## src/rtl/seq_count_sched_pkg.sv

```systemverilog
// Shared types and default sizing for the seq_count_sched slice.
package seq_count_sched_pkg;

    typedef enum logic [1:0] {
        IDLE  = 2'd0,
        COUNT = 2'd1,
        DONE  = 2'd2
    } sched_state_t;

    localparam int SCHED_NREQ = 4;
    localparam int SCHED_W    = 3;

endpackage

```

## src/rtl/seq_count_sched_rr_arbiter.sv

```systemverilog
// Round-robin arbiter: one-hot grant, rotating priority pointer that only moves on a grant.
module rr_arbiter #(
    parameter int NREQ = 4
) (
    input  logic            clk,
    input  logic            reset,
    input  logic [NREQ-1:0] req,
    input  logic            en,
    output logic [NREQ-1:0] grant
);

    localparam int IW = $clog2(NREQ);

    logic [IW-1:0] ptr;
    logic [IW-1:0] win;
    logic [IW:0]   idx;
    logic          found;

    // Scan from the pointer upward, wrapping at NREQ; the first requester wins.
    always_comb begin
        win   = ptr;
        found = 1'b0;
        idx   = '0;
        grant = '0;
        for (int i = 0; i < NREQ; i++) begin
            idx = {1'b0, ptr} + (IW+1)'(i);
            if (idx >= (IW+1)'(NREQ))
                idx = idx - (IW+1)'(NREQ);
            if (!found && req[idx[IW-1:0]]) begin
                found = 1'b1;
                win   = idx[IW-1:0];
            end
        end
        if (en && found)
            grant[win] = 1'b1;
    end

    always_ff @(posedge clk) begin
        if (reset)
            ptr <= '0;
        else if (en && found)
            ptr <= (win == IW'(NREQ-1)) ? '0 : win + 1'b1;
    end

endmodule

```

## src/rtl/seq_count_sched.sv

```systemverilog
// Time-shares one up-counter among NREQ requesters with round-robin grants.
// Optional early-exit input `abort` when SEQ_COUNT_SCHED_ABORT_EN is defined.
module seq_count_sched
    import seq_count_sched_pkg::*;
#(
    parameter int NREQ = SCHED_NREQ,
    parameter int W    = SCHED_W
) (
    input  logic                    clk,
    input  logic                    reset,
    input  logic [NREQ-1:0]         req_val,
    output logic [NREQ-1:0]         req_rdy,
    input  logic [NREQ*W-1:0]       req_len,
    output logic                    done_val,
    input  logic                    done_rdy,
    output logic [$clog2(NREQ)-1:0] done_id,
    output logic [W-1:0]            count,
    output logic                    busy
`ifdef SEQ_COUNT_SCHED_ABORT_EN
    ,
    input  logic                    abort
`endif
);

    localparam int IW = $clog2(NREQ);

    sched_state_t  state, state_nxt;
    logic [W-1:0]  count_q, len_q, gnt_len;
    logic [IW-1:0] id_q, gnt_id;
    logic [NREQ-1:0] grant;
    logic          accept;
    logic          abort_hit;
    logic          at_end;

`ifdef SEQ_COUNT_SCHED_ABORT_EN
    assign abort_hit = abort;
`else
    assign abort_hit = 1'b0;
`endif

    rr_arbiter #(.NREQ(NREQ)) u_arb (
        .clk   (clk),
        .reset (reset),
        .req   (req_val),
        .en    (state == IDLE),
        .grant (grant)
    );

    always_comb begin
        gnt_id = '0;
        for (int i = 0; i < NREQ; i++)
            if (grant[i])
                gnt_id = IW'(i);
    end

    assign gnt_len = req_len[gnt_id*W +: W];
    assign accept  = |grant;
    assign at_end  = (count_q == len_q) || abort_hit;

    always_ff @(posedge clk) begin
        if (reset)
            state <= IDLE;
        else
            state <= state_nxt;
    end

    always_comb begin
        state_nxt = state;
        case (state)
            IDLE:    if (accept)   state_nxt = COUNT;
            COUNT:   if (at_end)   state_nxt = DONE;
            DONE:    if (done_rdy) state_nxt = IDLE;
            default:               state_nxt = IDLE;
        endcase
    end

    // Counter holds on exit from COUNT, so DONE shows the final (or aborted) value.
    always_ff @(posedge clk) begin
        if (reset) begin
            count_q <= '0;
            len_q   <= '0;
            id_q    <= '0;
        end else begin
            case (state)
                IDLE: if (accept) begin
                    len_q   <= gnt_len;
                    id_q    <= gnt_id;
                    count_q <= '0;
                end
                COUNT: if (!at_end)
                    count_q <= count_q + 1'b1;
                DONE: if (done_rdy)
                    count_q <= '0;
                default: count_q <= '0;
            endcase
        end
    end

    always_comb begin
        req_rdy  = (state == IDLE) ? grant : '0;
        done_val = (state == DONE);
        done_id  = id_q;
        count    = count_q;
        busy     = (state != IDLE);
    end

endmodule
```

## config.mk

```make
export PLATFORM = sky130hd
export DESIGN_NAME = seq_count_sched
export DESIGN_NICKNAME = d
export VERILOG_FILES = /design/src/rtl/seq_count_sched_pkg.sv /design/src/rtl/seq_count_sched_rr_arbiter.sv /design/src/rtl/seq_count_sched.sv
export SDC_FILE = /design/constraint.sdc
export NUM_CORES = 1
export LEC_CHECK = 0
export ABC_CLOCK_PERIOD_IN_PS = 2950
export CORE_ASPECT_RATIO = 1.1
export CORE_MARGIN = 10
export CORE_UTILIZATION = 37
export DETAILED_ROUTE_END_ITERATION = 12
export HOLD_SLACK_MARGIN = 0.02
export PLACE_DENSITY = 0.67
export SLEW_MARGIN = 20
export SYNTH_ARGS = -nofsm -noshare
export SYNTH_HDL_FRONTEND = slang
export SYNTH_HIERARCHICAL = 1
export SYNTH_SLANG_ARGS = --single-unit
export TNS_END_PERCENT = 10
```

## constraint.sdc

```tcl
create_clock -name clk -period 2.95 [get_ports clk]
set_input_delay 0.295 -clock clk [delete_from_list [all_inputs] [get_ports clk]]
set_output_delay 0.295 -clock clk [all_outputs]
set_load 0.005 [all_outputs]
```

# After elaboration in Yosys (flattened, before gate mapping)
# Index checks and enable logic that the tools add are counted.
# classes
addsub,9
mul,1
magnitude_cmp,10
n_eq_ne,8
n_shift,1
mux,36
n_reduce_logical,14
# ops
op,n
$mux 2,14
$lt 2x3->1 const B,5
$shiftx 12x5->3,1
$mux 1,10
$ge 3x3->1 const B,3
$mux 3,3
$pmux 3 s3,1
$bmux 1 s2,4
$mux 4,2
$sub 2x1->2 const B,4
$add 2x2->3 const B,2
$ne 2x2->1 const B,3
$pmux 2 s3,1
$reduce_and 3->1,2
$logic_and 1x1->1,5
$eq 2x2->1 const B,2
$mul 2x2->4 const B,1
$reduce_or 4->1,1
$add 2x1->3 const B,1
$add 3x1->3 const B,1
$eq 3x3->1,1
$ge 2x3->1 const B,1
$logic_not 1->1,3
$add 2x1->2 const B,1
other kinds (7),7
# totals
register_bits,12
out_inout_bits,11

# Depth between registers and ports, before layout
# Gate-level depths: netlist of the first run.
# depth
word_depth,24
depth_mapped,11

# Modules after synthesis
# The synthesis of the first run kept the hierarchy.
# modules_own_cells
module,instances,cells_per_inst,area_each_um2,seq_area_each_um2
seq_count_sched,1,73,621.8,200.2
rr_arbiter,1,31,262.8,40.0

# Worst setup path after synthesis of the first run
# Ideal clock, no wire load.
# synth_path
path_type,register to register
startpoint,reg u_arb.ptr[0]
endpoint,reg state[1]
arrival_time_ns,2.177
setup_slack_ns,0.694
path_stages_with_launch,12
path_buffers,1
path_cell_list,dfxtp_1 > nand2b_1 > a21oi_1 > a211oi_2 > inv_1 > ha_1 > and2_2 > buf_4 > nor4_4 > a22oi_2 > o21a_2 > a211oi_2
# synth_between
elab_chain_cells,22
word_cells_on_any_way,47
classes_between,add/sub (7); order compare (6); eq/ne (1); mux (23); reduce/logical (10)
# synth_lines
item,line_no,source
start: declaration,seq_count_sched_rr_arbiter.sv:14,logic [IW-1:0] ptr;
start signal: assignment,seq_count_sched_rr_arbiter.sv:42,ptr <= (win == IW'(NREQ-1)) ? '0 : win + 1'b1;
"parallel branches: the longest is 18 deep, another holds $add 2x1->3",--,
$mux 4 *,seq_count_sched_rr_arbiter.sv:34,if (en && found)
named net grant[2],seq_count_sched.sv:30,logic [NREQ-1:0] grant;
$reduce_or 4->1 *,seq_count_sched.sv:57,assign accept = |grant;
$ne 2x2->1 (no line) *,--,
$reduce_and 3->1 (no line) *,--,
end signal: assignment,seq_count_sched.sv:64,state <= state_nxt;
end: declaration,seq_count_sched.sv:27,"sched_state_t state, state_nxt;"
# Mark *: on every way through the listed nets, which the timed path passes. The select of a mux whose other input is x is not followed.
# A chain may end at the register's enable or synchronous reset.

# Final worst setup path of the first run
# layout_path
startpoint,in req_val[0]
endpoint,out req_rdy[2]
# layout_between
elab_chain_cells,18
word_cells_on_any_way,30
classes_between,order compare (2); mux (20); reduce/logical (8)
# layout_lines
item,line_no,source
start: declaration,seq_count_sched.sv:11,"input logic [NREQ-1:0] req_val,"
$bmux 1 s2,seq_count_sched_rr_arbiter.sv:29,if (!found && req[idx[IW-1:0]]) begin
$mux 1 (implied by the code),seq_count_sched_rr_arbiter.sv:29,
$mux 1,seq_count_sched_rr_arbiter.sv:29,
$logic_not 1->1,seq_count_sched_rr_arbiter.sv:29,
$logic_and 1x1->1,seq_count_sched_rr_arbiter.sv:29,
$mux 1,seq_count_sched_rr_arbiter.sv:29,
$logic_not 1->1,seq_count_sched_rr_arbiter.sv:29,
$logic_and 1x1->1,seq_count_sched_rr_arbiter.sv:29,
[... 3 more ...],--,
$mux 2,seq_count_sched_rr_arbiter.sv:29,
$lt 2x3->1 (implied by the code) or $ge 2x1->1 (tied branches),seq_count_sched_rr_arbiter.sv:35,grant[win] = 1'b1;
$logic_and 1x1->1 (implied by the code),seq_count_sched_rr_arbiter.sv:35,
$mux 1 (implied by the code),seq_count_sched_rr_arbiter.sv:35,
$demux 1 s2,--,
$mux 4 *,seq_count_sched_rr_arbiter.sv:34,
named net grant[2],seq_count_sched.sv:30,
$mux 4 *,seq_count_sched.sv:100,req_rdy = (state == IDLE) ? grant : '0;
end: declaration,seq_count_sched.sv:12,"output logic [NREQ-1:0] req_rdy,"
# Mark *: on every way through the listed nets, which the timed path passes. The rest lies on a longest branch. The select of a mux whose other input is x is not followed.

==> results, run 1 <==
- The flow ran to the end, and the final reports show no timing, DRC or antenna violations.
- The total of hold buffers inserted after clock tree synthesis is 0.
- The fill cell instance count of the final layout is 223.
- In this run the critical register-to-register path is captured at state[1].
- The number of hold-slack violations in the final timing report is 0.
- From left edge to right edge, the die measures between 60 and 70 um.
- The total of endpoints with negative setup slack in the final report is 0.
- The number of global-route vias before repair is between 700 and 800.
- The clock buffer count from CTS is 3.
- The worst reg-to-reg path cell count is 10.
- The number of sinks handled by clock tree synthesis is 12.
- Once the clock tree was built, the setup fixing pass inserted 0 buffers.
- The die covers ~0.0047 mm^2.
- The number of search-and-repair iterations in the first detailed-routing pass is 4.
- The cell area after technology mapping is 884.6 um^2.
- The global-route wire length before repair is roughly 3.4 mm.
- The post-route netlist has between 10% and 20% of its cells at a drive strength greater than 1.
- The count of pins over their slew limit was 0.
- The max-cap violation count is 0.
- The number of DRC violations after detailed routing is 0.
- The final hold slack is 0.4669 ns.
- The worst path uses around 94% of the clock period.
- After clock tree synthesis, the clock-pin slew on the worst setup and hold paths is ~0.070 ns.
- Dividing the synthesized area by the synthesized cell count gives about 8.5 um^2.
- The longest clock path from root to sink contains 2 buffers.
- Between clock sinks in the finished design, the worst skew comes to about 0.0019 ns.
- Once layout is complete, the utilization of the core stands at 54.35%.
- The number of antenna violations at the first check in global routing came to 0.
- The effective utilization at floorplan is between 30% and 40%.
- Data arrives at the worst endpoint at 2.47 ns.
- Setup repair after global routing left no endpoint under its margin.
- The tree is rooted in a sky130_fd_sc_hd__clkbuf_4.
- Counting distinct cell types in the post-synthesis netlist gives 35.
- The synthesized design contains 12 register bits.
- The count of port buffers added during placement is 29.
- The maximum level of the CTS H-tree is 1.
- The congestion estimate from routability-driven global placement came to ~0.76.
- The launch point of the critical path is req_val[0].
- Data on the critical path is required at its endpoint by between 2 and 3 ns.
- The fraction of post-synthesis cell area in the top cell type by area is a little over a quarter.
- The combined area of the multi-input logic cells is around 590 um^2.
- The critical path ends at req_rdy[2].
- The post-CTS resize count is 0.
- The first routing iteration left 89 violations.
- The clock reaches the later pin of the worst-skew pair after ~0.28 ns.
- Global routing used about 9% of the available tracks.
- The cell count after synthesis is ~100.
- The post-route antenna net violation count is 0.
- The minimum clock period after layout is about 2.8 ns.
- The total I/O pin count is 30.
- The total number of yosys warnings is 6.
- The worst hold path was traced through 2 stages.
- The total congestion overflow after global routing is 0.
- Synthesis produced a netlist with a net count of between 100 and 150.
- The sequential area share after synthesis is between 20% and 30%.
- The element type at the critical path end is an output pin.
- Detailed placement ended at an HPWL of roughly 1.8 mm.
- The critical path class is input pin to output pin.
- The worst flop-to-flop path startpoint is u_arb/ptr[0].
- The maximum VDD drop is 0.0004306 V.
- The routed wire length is ~2.2 mm.
- The cell taking the most area after synthesis is sky130_fd_sc_hd__dfxtp_1.
- Across the whole layout, storage elements account for about 240 um^2.
- The worst-path maximum fanout is 9.
- The area growth from synthesis to layout is 39.75%.
- The via count of the routed design is around 800.
- The floorplan has 18 rows.
- The chip height is ~70 um.
- By area the synthesized netlist is led by sky130_fd_sc_hd__dfxtp_1, sky130_fd_sc_hd__mux2i_1, sky130_fd_sc_hd__ha_1.
- The worst setup path is launched from an input pin.
- The detailed-route vias per instance is roughly 5.0.
- Entering global routing, the biggest net connects 15 pins.
- The path type of the worst min-delay path is flop to flop.
- The top achievable clock speed is roughly 360 MHz.
- The power density of the placed cells is approximately 770 mW/mm^2.
- For the pin with the worst max-slew slack, the measured transition is between 0.4 and 0.5 ns.
- The average wire per standard cell is 13.33 um.
- The headroom to the max-slew limit is roughly two thirds.
- The number of nets at the end of the flow is 160.
- For flop-to-flop paths, the worst setup slack is around 0.62 ns.
- The post-route setup TNS is 0 ns.
- The number of antenna diodes in the final layout is 0.
- The leakage power is ~0.47 nW.
- The core footprint is 0.002275 mm^2.
- TritonCTS built the clock tree.
## cell families after synthesis
logic type / share of synthesized area (%)
flops: 27.16
buf+inv: 5.657
simple gates: 25.32
xor+xnor: 2.971
mux: 7.921
compound gates: 23.91
fa+ha+maj: 7.072
## cell usage after synthesis (all sizes together)
library cell  number
nor4               1
o21ai              6
mux2i              7
buf                2
o21a               1
and2               7
a211oi             7
nand2              5
xnor2              3
nand2b             7
a21o               1
o41a               1
o22ai              3
a311oi             1
or2                1
nor4b              1
or2b               1
a31oi              1
dfxtp             12
ha                 5
a21oi              6
nand3              2
o22a               1
inv                6
a22oi              1
nor2b              3
nor2              10
clkbuf             2
## placed cells by master (no fill, tap or decap), drive strengths merged, types with 4 or more instances in the layout
master	count
a21oi	6
a211oi	7
mux2i	7
nand2b	7
dfxtp	12
clkbuf	4
ha	5
o21ai	6
nor2	10
clkdlybuf4s50	29
nand2	5
and2	7
inv	6
## state kept, by name (all words and copies together), names as in the netlist
name and count:
len_q 3, u_arb/ptr 2, count 3, done_id 2
state 2
## area by class of cell
cell class / count / share of cell area [%]
inverter: 6 / 1.822
clock buffer: 4 / 2.935
sequential: 12 / 19.43
multi-input combinational: 82 / 48.08
timing repair buffer: 31 / 24.70
tap: 30 / 3.036
## layer usage
layer	wire (um)	track usage [%]	up-vias
met5	0	0	-
met4	29	5.828	0
met3	164	4.044	4
met2	1061	13.82	20
met1	943	10.18	367
li1	-	-	427
## per-stage QoR
step	cell area, um^2	std cells	total power (W)	setup WS, ns
after global routing	1236	165	0.001045	0.03863
after floorplan	884.6	104	0.0006534	0.6940
after global placement	1200	161	0.0008259	0.1763
final	1236	165	0.0009579	0.1816
after CTS	1236	165	0.0009721	0.1675
after detailed placement	1200	161	0.0008348	0.1537
## report_power, final
group | internal (W) | switching [W] | leakage (nW)
clock network | 0.0000752 | 0.0000574 | 0.0210
registers | 0.000211 | 0.0000417 | 0.0987
logic | 0.000288 | 0.000285 | 0.346
total | 0.000573 | 0.000384 | 0.466
## worst min path at each step
stage	startpoint	to	slack [ns]
5_1_grt	done_id[1]	done_id[1]	0.50
2_1_floorplan	reset	u_arb/ptr[0]	0.36
3_3_place_gp	done_id[1]	done_id[1]	0.45
4_1_cts	done_id[1]	done_id[1]	0.47
6_report	done_id[1]	done_id[1]	0.47
3_5_place_dp	done_id[1]	done_id[1]	0.46
## worst max-delay path, stage by stage
cell	delay (ns)
sky130_fd_sc_hd__clkdlybuf4s50_1	0.54
sky130_fd_sc_hd__inv_1	0.08
sky130_fd_sc_hd__a311oi_1	0.31
sky130_fd_sc_hd__a211oi_2	0.08
sky130_fd_sc_hd__inv_1	0.10
sky130_fd_sc_hd__ha_1	0.13
sky130_fd_sc_hd__and2_2	0.23
sky130_fd_sc_hd__inv_1	0.08
sky130_fd_sc_hd__nor2_1	0.10
sky130_fd_sc_hd__clkdlybuf4s50_1	0.51
(Power assumes the default switching activity.)
==> run 2, diff against run 1 <==
--- a/config.mk
+++ b/config.mk
@@ -7,7 +7,9 @@
 export LEC_CHECK = 0
 export ABC_CLOCK_PERIOD_IN_PS = 2950
+export CAP_MARGIN = 20
 export CORE_ASPECT_RATIO = 1.1
 export CORE_MARGIN = 10
 export CORE_UTILIZATION = 37
+export CTS_CLUSTER_SIZE = 20
 export DETAILED_ROUTE_END_ITERATION = 12
 export HOLD_SLACK_MARGIN = 0.02
==> constraint.sdc (replaced) <==
create_clock -name clk -period 2.95 [get_ports clk]
set_input_delay 0.295 -clock clk [delete_from_list [all_inputs] [get_ports clk]]
set_output_delay 0.295 -clock clk [all_outputs]
set_load 0.05 [all_outputs]
==> results, run 2 (same netlist as run 1, synthesis figures left out) <==
- The pin slew with the least headroom to its limit is 0.5130 ns (+0.01412 ns).
- The worst setup path is launched from an input pin.
- The global-route usage over all layers is 9.288% (+0.12 points).
- The critical path is of the input pin to flop type.
- The minimum clock period after layout was 2.593 ns (-0.1759 ns).
- The number of global-route vias before repair was 769 (+5.8%).
- The critical path data arrival time was 2.79 ns (+0.32 ns).
- The post-CTS resize count is 0 (unchanged).
- The final design area excluding fillers is 0.001249 mm^2 (+1.0%).
- The detailed-route vias per instance came to 4.957 (about the same).
- The global routing usage on met3 is 2.799% (-1.2 points).
- The ratio of final minimum period to clock period was 87.88% (-6.0 points).
- The instance area after placement is 0.001212 mm^2 (+1.0%).
- The worst flop-to-flop path startpoint is u_arb/ptr[0].
- The global-route wire length before repair is 3.505 mm (+2.6%).
- The number of hold-slack violations in the final timing report is 0 (unchanged).
- The worst-path cell with the longest stage delay is sky130_fd_sc_hd__clkdlybuf4s50_1.
- The top achievable clock speed is 385.7 MHz (+6.8%).
- Setup repair after global routing left no endpoint under its margin.
- The die width is 66.62 um (unchanged).
- The number of buffer and inverter instances along the worst setup path is 2 (-3).
- The placer congestion estimate is 0.7582 (-0.75%).
- The effective utilization at floorplan is 38.89% (unchanged).
- The total of hold buffers inserted after clock tree synthesis is 0 (unchanged).
- The headroom to the max-slew limit is 65.69% (-0.94 points).
- The kind of cell adding the most delay to the critical path is compound AO/OA/AOI/OAI gates.
- The path type of the worst min-delay path is flop to flop.
- CTS placed an instance of sky130_fd_sc_hd__clkbuf_4 at the clock tree root.
- The post-route setup TNS is 0 ns (unchanged).
- The proportion of layout cells with a drive suffix above 1 is 15.79% (+1.7 points).
- The detailed router's first-iteration violation count is 26 (-71%).
- The count of pins over their slew limit is 0 (unchanged).
- The worst hold path begins at done_id[1].
- The met2 track demand over resource is 15.72% (+1.9 points).
- The total setup buffers inserted after CTS is 0 (unchanged).
- The number of search-and-repair iterations in the first detailed-routing pass was 4 (unchanged).
- The slack of the worst reg-to-reg path is 0.53 ns (-0.09 ns).
- The power density of the placed cells was 888.3 mW/mm^2 (+15%).
- The largest net degree at the start of global routing was 15 (unchanged).
- The average wire per standard cell is 13.18 um (-1.1%).
- The chip height was 71.28 um (unchanged).
- The clock buffer count from CTS is 3 (unchanged).
- The depth of the worst hold-timing path is 2 (unchanged).
- The number of antenna violations at the first check in global routing is 0 (unchanged).
- The library cells used most frequently in the layout, excluding fill and tap cells, are sky130_fd_sc_hd__clkdlybuf4s50_1, sky130_fd_sc_hd__dfxtp_1, sky130_fd_sc_hd__nor2_1.
- The flow ran to the end, and the final reports show no timing, DRC or antenna violations.
- The row count is 18 (unchanged).
- The routed wire length was 2.148 mm (-2.3%).
- The via count of the routed design is 808 (-1.2%).
- The leakage power is 0.4717 nW (+1.3%).
- met2 is the most crowded layer.
- The maximum VDD drop came to 0.0005692 V (+32%).
- The maximum level of the CTS H-tree is 1 (unchanged).
- The total congestion overflow after global routing was 0 (unchanged).
- In this design, the critical path's most frequently occurring cell is sky130_fd_sc_hd__a211oi_2.
- The cell count after placement is 159 (-1.2%).
- The worst reg-to-reg path cell count is 10 (unchanged).
- The worst min-delay path endpoint is done_id[1].
- The total I/O pin count is 30 (unchanged).
- The number of sinks handled by clock tree synthesis is 12 (unchanged).
- The total of endpoints with negative setup slack in the final report was 0 (unchanged).
- The element type at the critical path end is a flop.
- The signal on the critical path passes through clkdlybuf4s50_1 -> or2b_1 -> a21oi_1 -> a211oi_2 -> inv_1 -> ha_1 -> and2_2 -> nor4_4 -> a22oi_2 -> o21a_2 -> a211oi_2.
- The delay contributed by the slowest stage of the critical path is 0.56 ns (+0.02 ns).
- The number of nets at the end of the flow is 158 (-1.3%).
- TritonCTS built the clock tree.
- The required time reported for the critical path endpoint is 3.15 ns (+0.50 ns).
- The post-route antenna net violation count was 0 (unchanged).
- The number of antenna diodes is 0 (unchanged).
- The placed wire-length estimate after detailed placement is 1.825 mm (-0.56%).
- The worst reg2reg path endpoint is state[1].
- The number of DRC violations after detailed routing is 0 (unchanged).
- The most critical setup path has its startpoint at req_val[1].
- The clock tree skew after final layout was 0.005801 ns (+0.003920 ns).
- The count of port buffers added during placement is 29 (unchanged).
- The clock-pin transition on the worst setup and hold timing paths was 0.08 ns (about the same).
- The maximum root-to-sink buffer count is 2 (unchanged).
- Compared with the post-synthesis result, the final layout area differs by 41.16%.
- Leaving out fill and tap cells, the most frequent cell in the layout is sky130_fd_sc_hd__clkdlybuf4s50_1.
- The worst-path maximum fanout came to 9 (unchanged).
- The post-layout instance count excluding filler cells is 163 (-1.2%).
- The met1 demand-to-capacity share in global routing is 10.25% (+0.071 points).
- The max-cap violation count was 0 (unchanged).
- The core footprint is 0.002275 mm^2 (unchanged).
- The later-pin clock latency in the skew report is 0.27 ns (about the same).
- The total die area is 0.004749 mm^2 (unchanged).
[run 2: cell count changes in the layout (fill, tap and decap cells not counted)]
cell / previous run / this run
sky130_fd_sc_hd__buf_12: 0 / 3
sky130_fd_sc_hd__buf_4: 2 / 1
sky130_fd_sc_hd__clkdlybuf4s50_1: 29 / 25
[run 2: power by group]
part	total, W	switching [W]	internal (W)
clock network	0.000129	0.0000543	0.0000750
registers	0.000252	0.0000412	0.000211
logic	0.000728	0.000429	0.000299
[run 2: worst max-delay path by stage]
stage / to / slack, ns / depth (start not counted)
after floorplan: req_rdy[2] / 0.42 / 7
after global placement: state[1] / 0.19 / 11
after detailed placement: state[1] / 0.06 / 11
after CTS: state[1] / 0.35 / 11
after global routing: state[1] / 0.11 / 11
final: state[1] / 0.36 / 11
[run 2: tightest hold or removal path, cell delays in order, from the launching register on]
cell and delay, ns:
sky130_fd_sc_hd__dfxtp_1 0.32, sky130_fd_sc_hd__nand2_1 0.05, sky130_fd_sc_hd__a21oi_1 0.05
[run 2: per-layer routing]
layer	wire length [um]	vias to the layer above	share of wire [%]
met5	0	-	0
met2	1047	20	49
li1	-	426	-
met3	151	4	7.0
met1	918	358	43
met4	30	0	1.4
[run 2: cell type report]
| type | count | area [um^2] |
|---|---|---|
| fillers | 217 | 1026 |
| multi-input cells | 82 | 594.3 |
| repair buffers | 29 | 317.8 |
| flip-flops and latches | 12 | 240.2 |
| well taps | 30 | 37.54 |
| clock buffers | 4 | 36.28 |
| inverters | 6 | 22.52 |
[run 2: per-stage QoR]
stage	hold WS, ns	power, W	worst slack (ns)	util (%)
global route	0.4914	0.001195	0.1067	54.90
floorplan	0.3596	0.0007930	0.4180	-
detailed placement	0.4617	0.0009887	0.05589	53.30
CTS	0.4728	0.001122	0.3474	54.90
global placement	0.4576	0.0009775	0.1871	53.30
finish	0.4729	0.001109	0.3574	54.90
